[config.mk]
export PLATFORM = sky130hd
export DESIGN_NAME = async_handshake_receiver
export DESIGN_NICKNAME = d
export VERILOG_FILES = /design/src/rtl/async_handshake_receiver.sv
export SDC_FILE = /design/constraint.sdc
export NUM_CORES = 1
export LEC_CHECK = 0
export ABC_AREA = 1
export BUFFER_PORTS_ARGS = -buffer_cell sky130_fd_sc_hd__buf_2
export CAP_MARGIN = 20
export CORE_MARGIN = 4
export CORE_UTILIZATION = 60
export CTS_BUF_LIST = sky130_fd_sc_hd__clkbuf_4
export CTS_CLUSTER_SIZE = 8
export DETAILED_ROUTE_END_ITERATION = 7
export PLACE_DENSITY = 0.91
export SLEW_MARGIN = 30
export SYNTH_ARGS = -nofsm -noshare
export SYNTH_HDL_FRONTEND = slang
export SYNTH_SLANG_ARGS = --single-unit
[constraint.sdc]
create_clock -name CLK -period 3.6 [get_ports CLK]
set_clock_uncertainty 0.1 [all_clocks]
set_input_delay 0.54 -clock CLK [delete_from_list [all_inputs] [get_ports CLK]]
set_output_delay 0.54 -clock CLK [all_outputs]
set_load 0.1 [all_outputs]
[src/rtl/async_handshake_receiver.sv]
// async_handshake_receiver
//   Receive side of a 4-phase REQ/ACK handshake from a foreign clock domain.
//   REQ_ASYNC is resynchronised through a SYNC_STAGES flop chain. Once the
//   synchronised request is seen, the sender-held DATA_ASYNC word is captured
//   and offered to local logic with a valid/ready handshake. ACK is returned
//   once the word is accepted, and is released after the sender drops REQ.
//   A sender that holds REQ too long raises a sticky TIMEOUT_ERR.
//   Completed transfers are counted in a wrapping counter.
//
// Parameters
//   WIDTH        data bus width
//   SYNC_STAGES  synchroniser depth on REQ_ASYNC (must be >= 2)
//   TIMEOUT      max cycles in WAIT_REQ_LOW before error, 0 disables
//   CNT_WIDTH    width of XFER_CNT
//
// Ports
//   CLK          system clock, rising edge
//   RST          synchronous reset, active-high
//   REQ_ASYNC    request from the foreign domain (asynchronous)
//   DATA_ASYNC   data from the foreign domain, stable while REQ is high
//   ACK          acknowledge to sender (registered)
//   DATA_OUT     captured word (registered)
//   DATA_VALID   DATA_OUT valid to local logic (registered)
//   DATA_READY   local logic accepts DATA_OUT
//   TIMEOUT_ERR  sticky error: REQ not released in time (registered)
//   CLR_ERR      clears TIMEOUT_ERR; a simultaneous set takes priority
//   XFER_CNT     completed transfer count, wraps (registered)

module async_handshake_receiver #(
  parameter int unsigned WIDTH       = 8,
  parameter int unsigned SYNC_STAGES = 3,
  parameter int unsigned TIMEOUT     = 1024,
  parameter int unsigned CNT_WIDTH   = 16
) (
  input  logic                 CLK,
  input  logic                 RST,
  input  logic                 REQ_ASYNC,
  input  logic [WIDTH-1:0]     DATA_ASYNC,
  output logic                 ACK,
  output logic [WIDTH-1:0]     DATA_OUT,
  output logic                 DATA_VALID,
  input  logic                 DATA_READY,
  output logic                 TIMEOUT_ERR,
  input  logic                 CLR_ERR,
  output logic [CNT_WIDTH-1:0] XFER_CNT
);

  // Timeout counter only needs to reach TIMEOUT-1.
  localparam int unsigned TO_W     = (TIMEOUT > 2) ? $clog2(TIMEOUT) : 1;
  localparam bit          TO_EN    = (TIMEOUT != 0);
  localparam logic [TO_W-1:0] TO_LAST = TO_W'(TIMEOUT - 1);

  typedef enum logic [1:0] {
    S_IDLE         = 2'd0,
    S_VALID        = 2'd1,
    S_WAIT_REQ_LOW = 2'd2,
    S_ERROR        = 2'd3
  } state_t;

  state_t                 state_q, state_d;
  logic [SYNC_STAGES-1:0] sync_q;
  logic                   req_s;

  logic                   ack_q,    ack_d;
  logic [WIDTH-1:0]       data_q,   data_d;
  logic                   valid_q,  valid_d;
  logic                   err_q,    err_d;
  logic [CNT_WIDTH-1:0]   xfer_q,   xfer_d;
  logic [TO_W-1:0]        to_cnt_q, to_cnt_d;

  // Request synchroniser; only the last stage is used by the FSM.
  always_ff @(posedge CLK) begin
    if (RST) begin
      sync_q <= '0;
    end else begin
      sync_q <= {sync_q[SYNC_STAGES-2:0], REQ_ASYNC};
    end
  end

  assign req_s = sync_q[SYNC_STAGES-1];

  // State and registered outputs.
  always_ff @(posedge CLK) begin
    if (RST) begin
      state_q  <= S_IDLE;
      ack_q    <= 1'b0;
      data_q   <= WIDTH'(0);
      valid_q  <= 1'b0;
      err_q    <= 1'b0;
      xfer_q   <= CNT_WIDTH'(0);
      to_cnt_q <= TO_W'(0);
    end else begin
      state_q  <= state_d;
      ack_q    <= ack_d;
      data_q   <= data_d;
      valid_q  <= valid_d;
      err_q    <= err_d;
      xfer_q   <= xfer_d;
      to_cnt_q <= to_cnt_d;
    end
  end

  // Next-state and next-output logic.
  always_comb begin
    state_d  = state_q;
    ack_d    = ack_q;
    data_d   = data_q;
    valid_d  = valid_q;
    // CLR_ERR clears here; a timeout below overrides it in the same cycle.
    err_d    = err_q & ~CLR_ERR;
    xfer_d   = xfer_q;
    to_cnt_d = to_cnt_q;

    unique case (state_q)
      S_IDLE: begin
        ack_d   = 1'b0;
        valid_d = 1'b0;
        // DATA_ASYNC is stable whenever req_s is high, so sampling is safe.
        if (req_s) begin
          data_d  = DATA_ASYNC;
          valid_d = 1'b1;
          state_d = S_VALID;
        end
      end

      S_VALID: begin
        // A premature REQ drop is ignored: the word is still delivered.
        if (valid_q && DATA_READY) begin
          valid_d  = 1'b0;
          ack_d    = 1'b1;
          xfer_d   = xfer_q + CNT_WIDTH'(1);
          to_cnt_d = TO_W'(0);
          state_d  = S_WAIT_REQ_LOW;
        end
      end

      S_WAIT_REQ_LOW: begin
        ack_d = 1'b1;
        if (!req_s) begin
          ack_d   = 1'b0;
          state_d = S_IDLE;
        end else if (TO_EN && (to_cnt_q == TO_LAST)) begin
          err_d   = 1'b1;
          ack_d   = 1'b0;
          state_d = S_ERROR;
        end else if (TO_EN) begin
          to_cnt_d = to_cnt_q + TO_W'(1);
        end
      end

      S_ERROR: begin
        // Wait for the stuck sender to let go before accepting new work.
        ack_d   = 1'b0;
        valid_d = 1'b0;
        if (!req_s) begin
          state_d = S_IDLE;
        end
      end

      default: begin
        state_d = S_IDLE;
        ack_d   = 1'b0;
        valid_d = 1'b0;
      end
    endcase
  end

  assign ACK         = ack_q;
  assign DATA_OUT    = data_q;
  assign DATA_VALID  = valid_q;
  assign TIMEOUT_ERR = err_q;
  assign XFER_CNT    = xfer_q;

endmodule

After elaboration in Yosys (flattened, before gate mapping)
Cells that the tools add are included.
Cells by class
  $add $sub $neg: 2
  multiply operators: 0
  div/mod/pow operators: 0
  magnitude comparators: 0
  equality and inequality tests: 10
  shift operators: 0
  multiplexer cells: 20
  bitwise operators: 2
  reductions and logical operators: 10
Operators with widths (number)
  $mux W10: 3
  $pmux W10 S2: 1
  $add A16 B1 Y16 const B: 1
  $add A10 B1 Y10 const B: 1
  $eq A10 B10 Y1 const B: 1
  $mux W2: 5
  $ne A2 B2 Y1 const B: 5
  $mux W1: 8
  $pmux W2 S4: 1
  $reduce_and A4 Y1: 2
  $pmux W1 S3: 2
  $reduce_and A2 Y1: 3
  $eq A2 B2 Y1 const B: 2
  $ne A3 B3 Y1 const B: 1
  $reduce_bool A3 Y1: 1
  $eq A2 B1 Y1 const B: 1
  $logic_not A2 Y1: 1
  $reduce_bool A2 Y1: 1
  $reduce_or A2 Y1: 1
  $and A1 B1 Y1: 1
  $logic_and A1 B1 Y1: 1
  $not A1 Y1: 1
Word-level totals
  flip-flop bits (word level): 42
  latch bits: 0
  bits in writable memories: 0
  memory bits (read-only): 0
  input bits: 13
  output and inout bits: 27
  word-level logic and storage cells: 52
  memories kept: 0

Longest topological paths before layout
  word-level depth: 5
  mapped depth: 10
  gate-level depth less buffers: 10

Least setup slack after synthesis
No wires, ideal clock.
  path type: register to register
  from: register xfer_q[1], in the netlist XFER_CNT[1]
  to: register xfer_q[14], in the netlist XFER_CNT[14]
  setup time: 0.128 ns
  data arrival time: 2.013 ns
  required time: 3.372 ns
  slack: 1.360 ns
  cell stages (with the launch flop): 9
  buffers on the path: 0
  clock period less this slack: 2.240 ns
  cell sequence: dfxtp_1 ha_1 nand2_1 nor2_1 nand4_2 nor2_2 nand3_1 nand2_1 nor2_1
On the way
  word-level cells in the longest chain between the ends: 1
Ends and longest elaborated chain
  from (decl): line 68  | logic [CNT_WIDTH-1:0] xfer_q, xfer_d;
  from (signal assigned): line 98  | xfer_q <= xfer_d;
  $add A16 B1 Y16: line 131  | xfer_d = xfer_q + CNT_WIDTH'(1);
Every way passes these cells.
A chain may end at the register's enable or synchronous reset.

Final worst setup path
  from: register xfer_q[12], in the netlist XFER_CNT[12]
  to: output XFER_CNT[12]
RTL lines
  to (decl): line 45  | output logic [CNT_WIDTH-1:0] XFER_CNT
No word-level cell between the ends.

==> results by group <==
Run status
  • Status: complete, no violations

Yosys
  • Main combinational cell family by area after synthesis: simple AND/OR/NAND/NOR gates
  • YS warnings: 0
  • Post-Synth XOR/XNOR Area: 0.008469
  • Mux contribution to synthesized area: 0
  • Synth area leaders: dfxtp_1 41%, nand2_1 12%, nor2_1 11%
  • Syn avg cell area: around 6.7 um2
  • Number of synthesized flops with an enable pin: 0
  • Register area share after synthesis: 0.4065
  • Share of the synthesized area in the top cell type: 0.4065
  • Post-synth net total: ~320
  • Syn Inst Count: 309
  • Cell with the most instances after synthesis: nand2_1
  • Seq cells post-synth: between 40 and 50
  • Yosys top cell by area: dfxtp_1
  • Async SR Flop Fraction: 0
  • Ys flop type: dfxtp_1
  • Netlist cell types: 27
  • Simple-gate share of the synthesized area: 0.3781
  • Synthesized area: ~2100 um2
  • Compound-Gate Fraction of Synth Area: 0.1155
  • Post-synth top cells: 68 x nand2_1, 63 x nor2_1, 42 x dfxtp_1
  • Adder-cell share of the synthesized area: 0.01210

Clock network
  • Clock-pin slew on the worst setup and hold paths: roughly 0.12 ns
  • Clk sinks: between 40 and 50
  • Clock root cell: clkbuf_4
  • Post_cts resized: 0
  • CTS Buffer Depth: 2
  • Worst-Skew Late Latency: approximately 0.35 ns
  • Cts bufs inserted: 5
  • Postcts setup bufs: 0
  • CTS tree: built
  • Hold_buf cts: 0
  • H-Tree Depth: 2

Setup path
  • Critical path capture point type: output pin
  • Crit-path slowest cell: buf_2
  • Worst path depth: 1
  • Crit-path max cell delay: about 0.47 ns
  • Reg2Reg Depth: 9
  • CP Capture Point: XFER_CNT[12]
  • Reg-to-reg critical path startpoint: to_cnt_q[0]$_SDFFE_PP0P_
  • Data arrival time of the worst path: around 1.3 ns
  • Critical path's top delay family: buffers and inverters
  • Worst-path fanout max: 6
  • Sum of buffers and inverters on the critical path: 1
  • Worst setup path startpoint: XFER_CNT[12]$_SDFFE_PP0P_
  • R2r setup slk: 1.91 ns
  • CP Class: reg -> out
  • CP Data Required Time: slightly below 3 ns
  • RR Endpoint: to_cnt_q[2]$_SDFFE_PP0P_
  • Worst setup SP type: register
  • Worst-path cell chain: buf_2

Flow run
  • MaxCap Viol Count: 0

Power
  • Total power: around 940 uW
  • P per Cell Area: 400.7 nW/um2
  • Static leakage: about 0.0011 uW
  • VDD IR-drop max: ~0.22 mV

Route
  • First DRT Iteration DRCs: 102
  • Vias per cell: 5.157
  • Detail Route Antenna Nets: 0
  • WL final: roughly 4.4 mm
  • DR vias: 2,042
  • Routed wire per std cell: about 11 um
  • Router iterations before antenna repair: 4
  • Residual DRC: 0

STA
  • Setup-failing EPs final: 0
  • Unrepaired setup endpoints after global routing: no
  • Fmax: around 520 MHz
  • Slew margin rel.: 0.4449
  • Period utilization: 0.5304
  • Worst-margin pin slew: just over 0.8 ns
  • Setup TNS: 0 ns
  • Final count of hold timing violations: 0
  • Pins Over Slew Limit: 0
  • Tmin final: ~1.9 ns

Global route
  • First-pass GRT wire length: just over 7 mm
  • Gr ovfl total: 0
  • Overall routing resource usage: 0.2045
  • Vias in the first global route: 1,754
  • Initial antenna violation count: 0
  • Largest net degree at the start of global routing: 30

Finish
  • Final Cell Area: ~2400 um2
  • Layout area overhead: 13.73%
  • Antenna Cells: 0
  • Layout cells sized above 1: 0.1829
  • Final core occ: 0.7049
  • Final-stage net count: roughly 370

Worst hold path
  • Hold Crit Class: in -> reg
  • Hold path depth: 3

Die
  • Initial core utilization: 0.6198
  • Core Box Area: around 3300 um2
  • # IOs: 40
  • Die area: 4450 um2
  • Die Span X: approximately 67 um
  • Row count: 21
  • Die Ht: 66.71 um

Placement
  • Port bufs: 39
  • Post-DP Area: 2300 um2
  • GP Congestion: 0.9452
  • Dpl hpwl: 3.227 mm
-- cell type report --
cell class | count | area (um2)
clock inverter | 1 | 7.507
sequential | 42 | 840.8
clock buffer | 6 | 45.04
tap | 46 | 57.56
timing repair buffer | 39 | 195.2
fill | 297 | 984.7
multi-input combinational | 224 | 1064
inverter | 38 | 142.6
-- routing by layer --
metal / GRT usage / up-vias / part of all wire
li1: - / 1060 / -
met1: 0.2427 / 919 / 0.45
met2: 0.3750 / 54 / 0.49
met3: 0.05059 / 9 / 0.057
met4: 0.03046 / 0 / 0.0065
met5: 0 / - / 0
-- where the power goes --
| group | internal [uW] | switching [uW] |
|---|---|---|
| logic | 55.3 | 143 |
| registers | 489 | 22.2 |
| clock network | 80.6 | 152 |
-- sequential cells by signal, summed over array words and instances, names as in the netlist --
name / flops
TIMEOUT_ERR: 1
XFER_CNT: 16
state_q: 2
DATA_VALID: 1
to_cnt_q: 10
ACK: 1
DATA_OUT: 8
sync_q: 3
-- cell families (layout without fill, tap and decap cells) --
logic type,count (synthesis),after routing
adders and majority gates,2,2
AOI/OAI and AO/OA,43,43
and+or+nand+nor,177,177
buffers and inverters,43,84
xor gates and xnor gates,2,2
DFF,42,42
-- tightest hold or removal path, stage by stage --
cell and delay [ns]:
buf_2 0.09, inv_1 0.04, nor2_1 0.03
-- cell usage in the layout (no fill, tap or decap) --
cell and count:
nand2_1 68, nor2_1 63, dfxtp_1 42, buf_2 39
inv_1 33, nand3_1 24, o21ai_0 20, a21oi_1 17
clkbuf_4 6, inv_2 4, nor2_2 4, nand4_1 4
nand2_4 3, nand2_2 2, and2_1 2, nor3_1 2
nand4_2 2, o21bai_1 2, nor3b_1 2, o21ai_1 2
xnor2_1 2, ha_1 2, clkinv_1 1, nor2_4 1
o22ai_2 1, a21oi_4 1, clkinvlp_4 1
-- metrics by stage --
step	setup slack [ns]	hold slack, ns	cells
2_1_floorplan	1.360	0.2883	309
3_3_place_gp	1.694	0.2938	389
3_5_place_dp	1.671	0.2969	389
4_1_cts	1.682	0.2806	396
5_1_grt	1.637	0.2732	396
6_report	1.690	0.2871	396
-- how the worst min path moves through the flow --
stage / start / end / slack (ns)
after floorplan: sync_q[0]$_SDFF_PP0_ / sync_q[1]$_SDFF_PP0_ / 0.29
after global placement: sync_q[1]$_SDFF_PP0_ / sync_q[2]$_SDFF_PP0_ / 0.29
after detailed placement: sync_q[0]$_SDFF_PP0_ / sync_q[1]$_SDFF_PP0_ / 0.30
after CTS: REQ_ASYNC / sync_q[0]$_SDFF_PP0_ / 0.28
after global routing: REQ_ASYNC / sync_q[0]$_SDFF_PP0_ / 0.27
final: REQ_ASYNC / sync_q[0]$_SDFF_PP0_ / 0.29
Note: power is estimated with default switching activity, not from simulation.
